File: src/rtl/fetch_sequencer.sv
// Program counter and fetch/issue controller for the 8-bit CPU: fetches from a
// combinational instruction memory, issues over valid/ready, resolves JZ and stops on HLT.
module fetch_sequencer #(
    parameter int                ADDR_W    = 8,
    parameter logic [ADDR_W-1:0] RESET_PC  = '0,
    parameter logic [7:0]        HLT_WORD  = 8'h00,
    parameter logic [2:0]        JZ_OPCODE = 3'b111,
    parameter int                CNT_W     = 16
) (
    input  logic              clk,
    input  logic              rst_n,
    input  logic              start,
    output logic [ADDR_W-1:0] imem_addr,
    input  logic [7:0]        imem_data,
    output logic [7:0]        instr,
    output logic              instr_valid,
    input  logic              exec_ready,
    input  logic              br_valid,
    input  logic              br_taken,
    output logic [ADDR_W-1:0] pc,
    output logic              halted,
    output logic [CNT_W-1:0]  retired,
    output logic [2:0]        dbg_state
);

    typedef enum logic [2:0] {
        IDLE    = 3'd0,
        FETCH   = 3'd1,
        ISSUE   = 3'd2,
        RESOLVE = 3'd3,
        HALT    = 3'd4
    } state_t;

    // Handshake: instr is transferred on a rising edge where instr_valid and
    // exec_ready are both high; instr stays stable while instr_valid is high.
    state_t             state_q, state_d;
    logic [ADDR_W-1:0]  pc_q, pc_d;
    logic [7:0]         instr_q, instr_d;
    logic               valid_q, valid_d;
    logic               halted_q, halted_d;
    logic [CNT_W-1:0]   retired_q, retired_d;

    always_ff @(posedge clk or negedge rst_n) begin
        if (!rst_n) begin
            state_q   <= IDLE;
            pc_q      <= RESET_PC;
            instr_q   <= '0;
            valid_q   <= 1'b0;
            halted_q  <= 1'b0;
            retired_q <= '0;
        end else begin
            state_q   <= state_d;
            pc_q      <= pc_d;
            instr_q   <= instr_d;
            valid_q   <= valid_d;
            halted_q  <= halted_d;
            retired_q <= retired_d;
        end
    end

    always_comb begin
        state_d   = state_q;
        pc_d      = pc_q;
        instr_d   = instr_q;
        valid_d   = valid_q;
        halted_d  = halted_q;
        retired_d = retired_q;
        unique case (state_q)
            IDLE: begin
                if (start) state_d = FETCH;
            end
            FETCH: begin
                instr_d = imem_data;
                pc_d    = pc_q + ADDR_W'(1);
                valid_d = 1'b1;
                state_d = ISSUE;
            end
            ISSUE: begin
                if (exec_ready) begin
                    valid_d = 1'b0;
                    if (retired_q != '1) retired_d = retired_q + CNT_W'(1);
                    // HLT is checked first so it wins over the JZ opcode field.
                    if (instr_q == HLT_WORD) begin
                        halted_d = 1'b1;
                        state_d  = HALT;
                    end else if (instr_q[7:5] == JZ_OPCODE) begin
                        state_d = RESOLVE;
                    end else begin
                        state_d = FETCH;
                    end
                end
            end
            RESOLVE: begin
                if (br_valid) begin
                    if (br_taken) pc_d = ADDR_W'(instr_q[4:0]);
                    state_d = FETCH;
                end
            end
            HALT: begin
                if (start) begin
                    pc_d     = RESET_PC;
                    halted_d = 1'b0;
                    state_d  = FETCH;
                end
            end
            default: state_d = IDLE;
        endcase
    end

    assign imem_addr   = pc_q;
    assign pc          = pc_q;
    assign instr       = instr_q;
    assign instr_valid = valid_q;
    assign halted      = halted_q;
    assign retired     = retired_q;
    assign dbg_state   = state_q;

endmodule

File: config.mk
export PLATFORM = sky130hd
export DESIGN_NAME = fetch_sequencer
export DESIGN_NICKNAME = d
export VERILOG_FILES = /design/src/rtl/fetch_sequencer.sv
export SDC_FILE = /design/constraint.sdc
export NUM_CORES = 1
export LEC_CHECK = 0
export ABC_AREA = 1
export CAP_MARGIN = 40
export CORE_ASPECT_RATIO = 0.5
export CORE_MARGIN = 2
export CORE_UTILIZATION = 30
export DETAILED_ROUTE_END_ITERATION = 12
export SYNTH_ARGS = -nofsm -noshare
export SYNTH_HDL_FRONTEND = slang
export SYNTH_SLANG_ARGS = --single-unit
export TNS_END_PERCENT = 1
File: constraint.sdc
create_clock -name clk -period 2.7 [get_ports clk]
set_input_delay 0.405 -clock clk [delete_from_list [all_inputs] [get_ports clk]]
set_output_delay 0.405 -clock clk [all_outputs]
set_load 0.02 [all_outputs]
==> results of run 1 <==
==> registers in the layout, indices dropped and copies added, names as in the netlist <==
signal and flops:
dbg_state 3, halted 1, imem_addr 8, instr 8, instr_valid 1, retired 16
==> cells by family after synthesis <==
group                    synth area share [%]
AND/OR/NAND/NOR                          36.4
AO/OA/AOI/OAI                            6.93
XOR/XNOR                                 3.55
flip-flops                               41.7
buffers and inverters                    10.3
adder cells (fa/ha/maj)                  1.13
==> power by group through the flow <==
stage / Clock (mW) / Sequential (mW) / Combinational, mW
final: 0.611 / 0.987 / 1.59
after global routing: 0.662 / 1.03 / 1.77
after CTS: 0.632 / 0.991 / 1.62
after detailed placement: 0 / 0.999 / 1.61
after global placement: 0 / 0.997 / 1.60
after floorplan: 0 / 1.17 / 0.838
==> layout make-up <==
class                           instances  area, µm²  area share, %
Clock buffer                            7        153           5.08
Clock inverter                          1       5.00          0.167
Inverter                               37        139           4.62
Multi-Input combinational cell        223       1070           35.5
Sequential cell                        37        926           30.8
Tap cell                               96        120           4.00
Timing Repair Buffer                   59        596           19.8
==> how the worst min path moves through the flow <==
stage / to
after floorplan: dbg_state[0]
after global placement: instr_valid
after detailed placement: retired[3]
after CTS: retired[3]
after global routing: retired[3]
final: retired[3]
==> cell usage after synthesis, types with 2 or more instances <==
cell     count
buf_4        9
nand4_1      6
o21ai_0     13
nand3_2      2
nand2_4      2
nand3_1     18
inv_1       36
buf_6        2
nand2_2      9
nand2_1    115
dfrtp_1     37
a21oi_1      3
ha_1         2
xor2_1       8
o22ai_1      2
nor2_1      28
nor3_1       2
nor2_2       3
o21ai_2      7
==> layer usage <==
layer / up-vias / global-route usage, %
met1: 946 / 18.4
met5: - / 0
met4: 0 / 3.75
met3: 5 / 3.39
li1: 1062 / -
met2: 30 / 23.3
==> worst register-to-register path: stages (launching register included) <==
cell	delay, ns
dfrtp_1	0.45
ha_1	0.29
inv_1	0.07
nor2_2	0.12
nand3_1	0.13
nand2_2	0.10
nand2_4	0.18
inv_2	0.20
nand2_1	0.07
nand2_1	0.06
==> stage by stage <==
| stage | setup slack [ns] | utilization, % | hold WS, ns | power (mW) | std cells |
|---|---|---|---|---|---|
| final | 0.865 | 41.5 | 0.00226 | 3.19 | 460 |
| after global routing | 0.742 | 41.5 | 0.0119 | 3.46 | 460 |
| after detailed placement | 0.821 | 39.3 | 0.305 | 2.61 | 452 |
| after CTS | 0.852 | 41.5 | 0.00516 | 3.24 | 460 |
| after floorplan | 1.12 | - | 0.109 | 2.01 | 308 |
| after global placement | 0.849 | 39.0 | 0.480 | 2.59 | 451 |
==> impl_results.md, run 1 <==
- Status: completed
- Fmax achieved: approximately 0.54 GHz
- Fin. Hold Viols: 0
- Chip width: about 130 µm
- Final cycle utilization of the critical path: between 60% and 70%
- Synthesized area per cell: between 7 and 8 µm²
- Vias per std cell: about 4.4
- Row count: 22
- Asr flop ratio synth: 100%
- Number of synthesized flops with an enable pin: 0
- Reg2Reg Depth: 9
- Yosys reg bits: 37
- Worst path bufs/invs: 1
- Seq pwr share: between 30% and 40%
- Post-CTS resize count: 0
- Area delta synth->final: 35.3%
- Total Routed Length: 5.25 mm
- Sequential-to-total area share from yosys stat: 41.7%
- Placeable Area: about 7200 µm²
- Final Max Slew Viols: 0
- RR Startpoint: retired[0]
- Sw power: approximately 1.4 mW
- Lkg Pwr: approximately 1.4 nW
- Reg2reg setup slack: around 0.97 ns
- Clock Sinks: 37
- Root Buffer: clkbuf_16
- Hold Buf Count CTS: 0
- Ports: slightly below 60
- Worst VDD drop: between 0.3 and 0.4 mV
- Final #Nets: roughly 380
- Pre-antenna DRT Iters: 4
- GRT Overall Usage: between 10% and 20%
- Ant. Diodes: 0
- Fillers: between 700 and 800
- Pwr Density: 1060 nW/µm²
- Vias: just over 2000
- Share of cells above drive strength 1: under 10%
- Worst Skew: approximately 0.0027 ns
- GP Congestion: about 0.8
- Worst skew pair latency: around 0.28 ns
- Predominant post-synthesis flop cell: dfrtp_1
- Worst min path class: input pin to asynchronous set/reset pin
- Wl on met1: approximately 2.5 mm
- Post-CTS Setup Bufs: 0
- Post-Syn Instances: between 300 and 400
- Final ANT Viol Nets: 0
- RSZ-0062 raised after global routing: no
- Sw Ratio: ~43%
- Highest Signal Layer: met4
- Die Area: between 8000 and 9000 µm²
- # DRC: 0
- Post-Syn Nets: between 300 and 400
- Delay-heaviest family, CP: buffers and inverters
- Max transition margin: 66.6%
- WS Path Type: flip-flop to primary output
- Synth top area share: a little over two fifths
- Capturing point of the worst reg2reg path: retired[0]
- Area leader, netlist: dfrtp_1
- Total gr overflow: 0
- Most frequent cells in the layout: 115 x nand2_1, 57 x clkdlybuf4s50_1, 37 x dfrtp_1
- First-pass GRT wire length: 9.14 mm
- MaxCap Viol Count: 0
- Initial Util: a little under a third
- Critical-path cell list: clkdlybuf4s50_1
- Cell area after synthesis: approximately 2200 µm²
- Commonest non-fill, non-tap cell in the layout: nand2_1
- WP depth: 1
- Clock Tree Buf Depth: 2
- Worst-path maximum fanout: 7
- Critical-path top delay cell: clkdlybuf4s50_1
- CP Launch Type: flip-flop
- DIE HEIGHT: between 60 and 70 µm
- Initial DRC Count: between 80 and 90
- Final Critical Period: around 1.8 ns
- Clk pwr share: 19.1%
- Wire length on met2: 2.50 mm
- Average wire per standard cell: 11.4 µm
- Num CTS Buffers: 5
- CP peak stage delay: 0.66 ns
- Fin area: roughly 3000 µm²
- Slew @ Worst Pin: 0.500 ns
- Final setup violation count: 0
- CTS tree: built
- Port bufs: a little under 60
- Post-synth cell types: 23
- Required @ worst endpoint: 2.30 ns
- Post-route setup TNS: 0 ns
- Vias in the first global route: slightly below 2000
- Critical Path AT: 1.43 ns
- Ranking of synthesized cells by area: dfrtp_1 42%, nand2_1 19%, inv_1 6.1%
- Largest net degree at the start of global routing: 27
- Pint: approximately 1.8 mW
- Clock slew at reported path FFs: 0.06 ns
- Critical Path End: retired[2]
- Initial antenna violation count: 0
- Combinational Power Share: 49.9%
- Placed Area: about 2800 µm²
- CP Launch Point: retired[2]
- Crit end category: primary output
- WL met3: between 150 and 200 µm
- H-tree depth: 2
- Yosys Warn Count: 0
- Detailed Place HPWL: around 4.0 mm
(Power assumes the default switching activity.)
==> run 2, diff against run 1 <==
==> constraint.sdc (replaced) <==
create_clock -name clk -period 1.58 [get_ports clk]
set_input_delay 0.237 -clock clk [delete_from_list [all_inputs] [get_ports clk]]
set_output_delay 0.237 -clock clk [all_outputs]
set_load 0.02 [all_outputs]
==> impl_results.md, run 2 (synthesis results as in run 1) <==
- Final Max Slew Viols: 0 (unchanged)
- CTS tree: built (unchanged)
- Final #Nets: 388 (was 379)
- Placeable Area: 7240 µm² (unchanged)
- Delay-heaviest family, CP: buffers and inverters (unchanged)
- GP Congestion: 0.804 (was 0.777)
- Max transition margin: 69.9% (was 66.6%)
- GRT Overall Usage: 14.7% (was 14.0%)
- Initial antenna violation count: 0 (unchanged)
- Initial Util: 30.7% (unchanged)
- Final Critical Period: 1.54 ns
- WS Path Type: flip-flop to primary output (unchanged)
- Share of cells above drive strength 1: 12.6% (was 9.62%)
- Lkg Pwr: 1.72 nW (was 1.41 nW)
- Clock Sinks: 37 (unchanged)
- CP Launch Type: flip-flop (unchanged)
- Final ANT Viol Nets: 0 (unchanged)
- Detailed Place HPWL: 4.18 mm (was 3.98 mm)
- CP peak stage delay: 0.62 ns (was 0.66 ns)
- Worst min path class: input pin to asynchronous set/reset pin (unchanged)
- Slew @ Worst Pin: 0.452 ns (was 0.500 ns)
- Crit end category: primary output (unchanged)
- Most frequent cells in the layout: 115 x nand2_1, 36 x inv_1, 34 x dfrtp_1 (was 115 x nand2_1, 57 x clkdlybuf4s50_1, 37 x dfrtp_1)
- Area delta synth->final: 39.2% (was 35.3%)
- Vias in the first global route: 2002 (was 1934)
- Worst Skew: 0.00752 ns (was 0.00272 ns)
- Post-route setup TNS: 0 ns (unchanged)
- Vias per std cell: 4.47 (was 4.44)
- Worst path bufs/invs: 1 (unchanged)
- RR Startpoint: retired[0] (unchanged)
- Root Buffer: clkbuf_16 (unchanged)
- Num CTS Buffers: 5 (unchanged)
- Largest net degree at the start of global routing: 20 (was 27)
- Final cycle utilization of the critical path: 97.2%
- Worst-path maximum fanout: 4 (was 7)
- H-tree depth: 2 (unchanged)
- Commonest non-fill, non-tap cell in the layout: nand2_1 (unchanged)
- Clock slew at reported path FFs: 0.06 ns (about the same)
- Total Routed Length: 5.51 mm (was 5.25 mm)
- CP Launch Point: retired[4] (was retired[2])
- Final setup violation count: 0 (unchanged)
- Port bufs: 58 (unchanged)
- Max FFs per register: 16 (unchanged)
- Pwr Density: 1770 nW/µm² (was 1060 nW/µm²)
- Required @ worst endpoint: 1.34 ns (was 2.30 ns)
- Ant. Diodes: 0 (unchanged)
- Status: completed (unchanged)
- Power, Total: 5.48 mW (was 3.19 mW)
- Fmax achieved: 0.651 GHz
- Clock Tree Buf Depth: 2 (unchanged)
- First-pass GRT wire length: 9.60 mm (was 9.14 mm)
- Worst skew pair latency: 0.28 ns (about the same)
- Worst VDD drop: 0.513 mV (was 0.343 mV)
- Average wire per standard cell: 11.8 µm (was 11.4 µm)
- Chip width: 126 µm (unchanged)
- Ports: 59 (unchanged)
- Row count: 22 (unchanged)
- MaxCap Viol Count: 0 (unchanged)
- Critical-path top delay cell: clkdlybuf4s50_1 (unchanged)
- Initial DRC Count: 83 (was 85)
- RSZ-0062 raised after global routing: no (unchanged)
- Total gr overflow: 0 (unchanged)
- Critical Path AT: 1.30 ns (was 1.43 ns)
- Critical-path cell list: clkdlybuf4s50_1 (unchanged)
- Fin. Hold Viols: 0 (unchanged)
- # DRC: 0 (unchanged)
- Die Area: 8150 µm² (unchanged)
- Vias: 2098 (was 2043)
- Pre-antenna DRT Iters: 4 (unchanged)
- DIE HEIGHT: 64.8 µm (unchanged)
==> run 2: cell types whose count changed in the layout (fill, tap and decap cells not counted), moves of 3 or more <==
cell | before | now
dlygate4sd2_1 | 0 | 20
dlymetal6s2s_1 | 0 | 13
buf_4 | 0 | 8
dfrtp_2 | 0 | 3
clkdlybuf4s50_1 | 57 | 24
dfrtp_1 | 37 | 34
==> run 2: cell type report <==
| class | instances | area [µm²] |
|---|---|---|
| fillers | 742 | 4150 |
| inverters | 37 | 139 |
| repair buffers | 68 | 673 |
| clock inverters | 1 | 5.00 |
| flip-flops and latches | 37 | 930 |
| well taps | 96 | 120 |
| clock buffers | 7 | 153 |
| multi-input cells | 223 | 1070 |
==> run 2: final timing paths <==
check | depth (start not counted) | end | slack [ns]
worst max-delay path | 1 | retired[4] | 0.04
worst min-delay path | 2 | retired[3] | 0.43
worst max register to register | 9 | retired[14] | 0.12
worst min register to register | 2 | instr_valid | 0.50
max in group asynchronous | 3 | instr[0] | 0.57
min in group clk | 2 | instr_valid | 0.50
==> run 2: repair_timing <==
action	in CTS	in global routing
pin swaps	0	1
resized for setup	20	16
setup endpoints to repair	22	18
hold buffers	1	0
hold endpoints to repair	17	0
setup buffers	0	0
==> run 2: per-stage QoR <==
stage | instance area, µm² | std cells | worst slack, ns | hold slack, ns | utilization (%)
floorplan | 2220 | 308 | 0.0269 | -0.0586 | -
global placement | 2910 | 460 | 0.0682 | 0.212 | 40.2
detailed placement | 2910 | 460 | 0.0506 | 0.213 | 40.2
CTS | 3050 | 469 | 0.000599 | 0.443 | 42.1
global route | 3090 | 469 | 0.00384 | 0.502 | 42.7
finish | 3090 | 469 | 0.0443 | 0.434 | 42.7
==> run 2: power breakdown <==
group / internal [mW] / switching (mW) / leakage, nW
clock: 0.668 / 0.387 / 0.0799
combinational: 1.15 / 1.62 / 1.16
sequential: 1.29 / 0.372 / 0.477
total: 3.10 / 2.38 / 1.72
==> run 2: routing by layer <==
layer | routed length [µm] | global-route usage [%]
met5 | 0 | 0
met3 | 187 | 3.63
met2 | 2490 | 23.1
met1 | 2790 | 20.0
met4 | 49 | 4.31
